===== config.mk =====
export PLATFORM = sky130hd
export DESIGN_NAME = uart_tx_arb
export DESIGN_NICKNAME = d
export VERILOG_FILES = /design/src/rtl/uart_pkg.sv /design/src/rtl/uart_rr_pick.sv /design/src/rtl/uart_tx_arb.sv
export SDC_FILE = /design/constraint.sdc
export NUM_CORES = 1
export LEC_CHECK = 0
export CAP_MARGIN = 10
export CORE_MARGIN = 2
export CORE_UTILIZATION = 40
export DETAILED_ROUTE_END_ITERATION = 10
export PLACE_DENSITY_LB_ADDON = 0.2
export SLEW_MARGIN = 20
export SYNTH_ARGS = -nofsm -noshare
export SYNTH_HDL_FRONTEND = slang
export SYNTH_HIERARCHICAL = 1
export SYNTH_SLANG_ARGS = --single-unit

===== constraint.sdc =====
create_clock -name sclk -period 7.6 [get_ports sclk]
set_clock_uncertainty 0.05 [all_clocks]
set_input_delay 2.28 -clock sclk [delete_from_list [all_inputs] [get_ports sclk]]
set_output_delay 2.28 -clock sclk [all_outputs]
set_load 0.02 [all_outputs]

===== src/rtl/uart_pkg.sv =====
// Shared types and constants for the UART transmit arbitration slice.
package uart_pkg;

  localparam int unsigned UART_BYTE_W = 8;
  localparam int unsigned N_REQ_MAX   = 8;

  typedef enum logic [2:0] {
    IDLE,
    LOAD,
    WAIT_RISE,
    WAIT_FALL,
    GAP,
    DECIDE,
    RELEASE
  } arb_state_e;

endpackage


===== src/rtl/uart_rr_pick.sv =====
// Combinational round-robin picker: first set bit of req scanning from ptr upward, wrapping.
module uart_rr_pick #(
  parameter int unsigned N  = 4,
  parameter int unsigned IW = $clog2(N)
) (
  input  logic [N-1:0]  req,
  input  logic [IW-1:0] ptr,
  output logic [N-1:0]  gnt,
  output logic [IW-1:0] idx
);

  logic [IW-1:0] cand;

  // Scan from the farthest offset down so the nearest-to-ptr request wins last.
  always_comb begin
    gnt  = '0;
    idx  = '0;
    cand = '0;
    for (int k = int'(N) - 1; k >= 0; k--) begin
      cand = IW'((32'(ptr) + 32'(k)) % N);
      if (req[cand]) begin
        gnt       = '0;
        gnt[cand] = 1'b1;
        idx       = cand;
      end
    end
  end

endmodule


===== src/rtl/uart_tx_arb.sv =====
// Round-robin arbiter sharing one uart_tx between N_REQ byte requesters,
// with optional grant lock across multi-byte packets.
module uart_tx_arb
  import uart_pkg::*;
#(
  parameter int unsigned N_REQ   = 4,
  parameter int unsigned GAP_CYC = 0,
  parameter int unsigned RISE_TO = 15
) (
  input  logic                         sclk,
  input  logic                         srst,
  input  logic [N_REQ-1:0]             req_vld,
  input  logic [UART_BYTE_W*N_REQ-1:0] req_data,
  input  logic [N_REQ-1:0]             req_last,
  output logic [N_REQ-1:0]             req_ack,
  output logic [N_REQ-1:0]             grant,
  output logic                         tx_trig,
  output logic [UART_BYTE_W-1:0]       tx_data,
  input  logic                         tx_en,
  output logic                         busy,
  output logic                         err_to
);

  localparam int unsigned IDX_W = $clog2(N_REQ);
  localparam int unsigned CNT_W = 8;
  localparam logic [CNT_W-1:0] GAP_LIM  = CNT_W'(GAP_CYC);
  localparam logic [CNT_W-1:0] RISE_LIM = CNT_W'(RISE_TO);
  localparam logic [IDX_W-1:0] LAST_IDX = IDX_W'(N_REQ - 1);

  arb_state_e             state, state_nxt;
  logic [IDX_W-1:0]       ptr, ptr_nxt;
  logic [IDX_W-1:0]       g_idx, g_nxt;
  logic [CNT_W-1:0]       cnt, cnt_nxt;
  logic                   lock, lock_nxt;
  logic [N_REQ-1:0]       grant_nxt, ack_nxt;
  logic                   trig_nxt, busy_nxt, err_nxt;
  logic [UART_BYTE_W-1:0] data_nxt;

  logic [N_REQ-1:0]       pick_gnt;
  logic [IDX_W-1:0]       pick_idx;
  logic [UART_BYTE_W-1:0] req_bytes [N_REQ];

  for (genvar i = 0; i < N_REQ; i++) begin : g_bytes
    assign req_bytes[i] = req_data[i*UART_BYTE_W +: UART_BYTE_W];
  end

  uart_rr_pick #(
    .N  (N_REQ),
    .IW (IDX_W)
  ) u_pick (
    .req (req_vld),
    .ptr (ptr),
    .gnt (pick_gnt),
    .idx (pick_idx)
  );

  // Next-state and next-output logic; all outputs are registered from these.
  always_comb begin
    state_nxt = state;
    ptr_nxt   = ptr;
    g_nxt     = g_idx;
    cnt_nxt   = cnt;
    lock_nxt  = lock;
    grant_nxt = grant;
    ack_nxt   = '0;
    trig_nxt  = 1'b0;
    data_nxt  = tx_data;
    err_nxt   = err_to;

    case (state)
      IDLE: begin
        if (|req_vld) begin
          g_nxt     = pick_idx;
          grant_nxt = pick_gnt;
          ack_nxt   = pick_gnt;
          trig_nxt  = 1'b1;
          data_nxt  = req_bytes[pick_idx];
          lock_nxt  = !req_last[pick_idx];
          state_nxt = LOAD;
        end
      end
      LOAD: begin
        cnt_nxt   = CNT_W'(1);
        state_nxt = WAIT_RISE;
      end
      WAIT_RISE: begin
        if (tx_en) begin
          state_nxt = WAIT_FALL;
        end else if (cnt == RISE_LIM) begin
          err_nxt   = 1'b1;
          state_nxt = RELEASE;
        end else begin
          cnt_nxt = cnt + CNT_W'(1);
        end
      end
      WAIT_FALL: begin
        if (!tx_en) begin
          if (GAP_CYC == 0) begin
            state_nxt = DECIDE;
          end else begin
            cnt_nxt   = CNT_W'(1);
            state_nxt = GAP;
          end
        end
      end
      GAP: begin
        if (cnt == GAP_LIM) state_nxt = DECIDE;
        else                cnt_nxt   = cnt + CNT_W'(1);
      end
      DECIDE: begin
        if (lock && req_vld[g_idx]) begin
          ack_nxt   = grant;
          trig_nxt  = 1'b1;
          data_nxt  = req_bytes[g_idx];
          lock_nxt  = !req_last[g_idx];
          state_nxt = LOAD;
        end else begin
          state_nxt = RELEASE;
        end
      end
      RELEASE: state_nxt = IDLE;
      default: state_nxt = IDLE;
    endcase

    // Entering RELEASE drops the owner and advances priority past it.
    if (state_nxt == RELEASE && state != RELEASE) begin
      grant_nxt = '0;
      lock_nxt  = 1'b0;
      ptr_nxt   = (g_idx == LAST_IDX) ? '0 : g_idx + IDX_W'(1);
    end

    busy_nxt = (state_nxt != IDLE);
  end

  always_ff @(posedge sclk) begin
    if (!srst) begin
      state   <= IDLE;
      ptr     <= '0;
      g_idx   <= '0;
      cnt     <= '0;
      lock    <= 1'b0;
      grant   <= '0;
      req_ack <= '0;
      tx_trig <= 1'b0;
      tx_data <= '0;
      busy    <= 1'b0;
      err_to  <= 1'b0;
    end else begin
      state   <= state_nxt;
      ptr     <= ptr_nxt;
      g_idx   <= g_nxt;
      cnt     <= cnt_nxt;
      lock    <= lock_nxt;
      grant   <= grant_nxt;
      req_ack <= ack_nxt;
      tx_trig <= trig_nxt;
      tx_data <= data_nxt;
      busy    <= busy_nxt;
      err_to  <= err_nxt;
    end
  end

endmodule


==> impl_metrics.py <==
metrics = {
    "logic_synthesis": {
        "synth_cell_types": 57,
        "synth_edf_count": 0,
        "synth_seq_area_share": 0.262,
        "synth_area_mm2": 0.00267,
        "synth.ff_latch_count": 35,
        "yosysWarningCount": 6,
        "avgSynthCellArea_um2": 9.52,
        "syn-instance-count": 281,
        "syn_nets": 335,
        "ys.flop_type": "dfxtp_1",
        "async_flop_share": 0,
    },
    "drt": {
        "wl_met1_mm": 2.92,
        "vias": 2413,
        "met2_length_mm": 3.27,
        "ant_nets": 0,
        "detail_route.iter0.violations": 108,
        "drt_wl_total_mm": 6.56,
        "first_pass_iters": 6,
        "vias_per_cell": 5.86,
        "topRoutingLayerUsed": "met4",
        "wl_per_cell_um": 15.9,
        "drc": 0,
        "routed-wl-met3_um": 270,
    },
    "pwr": {
        "peakVddDrop_v": 0.0000717,
        "p_leak_nw": 1.22,
        "power.density_mw_per_mm2": 167,
    },
    "floorplanning": {
        "start_util": 0.416,
        "ios": 62,
        "die_area_mm2": 0.00735,
        "rows": 29,
        "coreArea_mm2": 0.00642,
        "dieHeight_um": 85.8,
        "dieWidth_um": 85.8,
    },
    "worst_setup_path": {
        "cp_slowest_stage_delay_ns": 0.55,
        "critical_path_peak_fanout": 10,
        "crit_path_end_kind": "flip-flop",
        "cp.required_ns": 7.70,
        "path_buf_inv": 2,
        "cpMostUsedCell": "mux2i_1",
        "startpoint_type": "primary input",
        "path_cells": "clkdlybuf4s50_1 -> mux2_2 -> mux2i_1 -> nand3_1 -> o2bb2ai_1 -> buf_4 -> mux4_2 -> mux2i_1 -> a211oi_1",
        "crit_family": "multiplexers",
        "worstSetupPathType": "primary input to flip-flop",
        "crit_slowest_cell": "clkdlybuf4s50_1",
        "arrival_ns": 5.05,
    },
    "clock_network": {
        "cts.sinks": 35,
        "cts_resized": 0,
        "post-cts-setup-buffers": 0,
        "cts.path.max_buffers": 2,
        "holdBufCountCts": 0,
        "cts_tree": "yes",
        "worst_skew_pair.late_latency_ns": 0.29,
        "h-tree-depth": 2,
        "clockRootBuffer": "clkbuf_8",
        "cts_buffers": 5,
        "clk_pin_slew_ns": 0.08,
    },
    "final_layout": {
        "area.sequential_um2": 701,
        "fin_area_mm2": 0.00338,
        "syn_to_final_growth_pct": 26.3,
        "antenna_cells": 0,
        "n_fill_cell": 620,
        "finalNetCount": 388,
        "multiInputGateArea_mm2": 0.00183,
        "layout-drive-gt1-share": 0.131,
    },
    "grt": {
        "grt_pass1_wl_mm": 10.9,
        "grt_pass1_vias": 2338,
        "grtUsageTotal": 0.183,
        "grt_overflow": 0,
        "grt_max_degree": 20,
        "antenna_found_initial": 0,
    },
    "placed_design": {
        "dp_hpwl_mm": 4.93,
        "postPlaceCellArea_mm2": 0.00329,
        "io_buffers": 61,
        "gp_congestion": 0.803,
    },
    "sta": {
        "rsz0062_at_grt": "no",
        "drv_slew": 0,
        "tightest_slew_ns": 0.784,
        "slew_headroom": 0.477,
        "period_share": 0.651,
        "setup_tns_ns": 0,
        "fin_crit_ns": 4.95,
        "hold_slack_ns": 0.432,
        "fmax_ghz": 0.202,
        "hold_viol": 0,
        "setup_viol_count_final": 0,
    },
    "job": {
        "drv_cap": 0,
    },
    "min_path": {
        "hp-class": "flip-flop to flip-flop",
    },
    "run_status": {
        "status": "complete, no violations",
    },
}
## worst min-delay path, cell delays in order (launching register included)
cell and delay (ns):
dfxtp_1 0.33, nand2_1 0.06, a21oi_1 0.05
## where the power goes
group / internal, mW / switching, mW
combinational: 0.101 / 0.0981
sequential: 0.204 / 0.0266
clock: 0.0641 / 0.0701
## registers in the layout, summed over array words and instances (netlist names), 2 cells and up
name / count
g_idx: 2
ptr: 2
req_ack: 4
state: 3
grant: 4
tx_data: 8
cnt: 8
## layer usage
metal,GRT usage,vias to the layer above
met2,0.311,51
met3,0.0385,9
met1,0.233,1170
li1,-,1183
met5,0,-
met4,0.0563,0
## through the flow
stage / setup WS [ns] / instances / util / total power, mW
finish: 2.65 / 412 / 0.526 / 0.565
global route: 2.44 / 412 / 0.526 / 0.598
CTS: 2.66 / 412 / 0.526 / 0.570
detailed placement: 2.35 / 404 / 0.512 / 0.436
global placement: 2.46 / 404 / 0.512 / 0.431
floorplan: 3.20 / 281 / - / 0.361
## worst paths after layout
check / startpoint / end / slack [ns] / depth (start not counted)
max: req_vld[1] / tx_data[0]$_SDFFE_PN0P_ / 2.65 / 9
min: grant[3]$_SDFFE_PP0P_ / grant[3]$_SDFFE_PP0P_ / 0.43 / 2
max reg2reg: ptr[0]$_SDFFE_PN0P_ / tx_data[0]$_SDFFE_PN0P_ / 4.30 / 9
min reg2reg: grant[3]$_SDFFE_PP0P_ / grant[3]$_SDFFE_PP0P_ / 0.43 / 2
## synth_stat cells, drive strengths merged (2+ instances only)
master / count / area [µm²]
a211o: 3 / 27.5
a211oi: 10 / 75.1
a21o: 4 / 30.0
a21oi: 22 / 110
a22oi: 3 / 22.5
a31oi: 4 / 25.0
and2: 3 / 18.8
and2b: 2 / 17.5
and3: 2 / 13.8
and4: 2 / 17.5
buf: 13 / 88.8
clkbuf: 4 / 16.3
dfxtp: 35 / 701
ha: 11 / 138
inv: 9 / 33.8
mux2: 3 / 33.8
mux2i: 18 / 180
mux4: 20 / 454
nand2: 26 / 97.6
nand2b: 4 / 25.0
nand3: 5 / 25.0
nand4: 7 / 43.8
nor2: 22 / 82.6
nor2b: 2 / 12.5
nor3: 2 / 10.0
nor3b: 2 / 20.0
nor4: 3 / 37.5
o211ai: 2 / 15.0
o21a: 2 / 15.0
o21ai: 3 / 15.0
o22ai: 4 / 31.3
o31ai: 5 / 37.5
or3b: 2 / 17.5
or4: 7 / 52.6
xor2: 2 / 17.5
## placed cells by master, fill, tap and decap left out, types with 3 or more instances in the layout
cell             count
a211oi_1            10
a21o_1               4
a21oi_1             22
a22oi_1              3
a31oi_1              4
and2_1               3
clkbuf_8             5
clkdlybuf4s50_1     61
dfxtp_1             35
ha_1                11
inv_1                9
mux2_2               3
mux2i_1             18
mux4_2              19
nand2_1             26
nand2b_1             4
nand3_1              5
nand4_1              7
nor2_1              22
nor4_2               3
o21ai_0              3
o22ai_1              3
o31ai_1              5
or4_1                7
## final cells by class
| cell class | count | share of cell area |
|---|---|---|
| Multi-Input combinational cell | 220 | 0.543 |
| Sequential cell | 35 | 0.208 |
| Timing Repair Buffer | 63 | 0.185 |
| Tap cell | 77 | 0.0285 |
| Clock buffer | 6 | 0.0215 |
| Inverter | 9 | 0.0100 |
| Clock inverter | 2 | 0.00371 |
## kinds of logic (layout without fill, tap and decap cells)
family,Yosys count,after routing,synth area share
buffers and inverters,26,80,0.0519
adder cells (fa/ha/maj),11,11,0.0515
XOR/XNOR,3,3,0.00983
multiplexers,41,41,0.250
flip-flops,35,35,0.262
AND/OR/NAND/NOR,96,96,0.198
AO/OA/AOI/OAI,69,69,0.176
(Power assumes the default switching activity.)
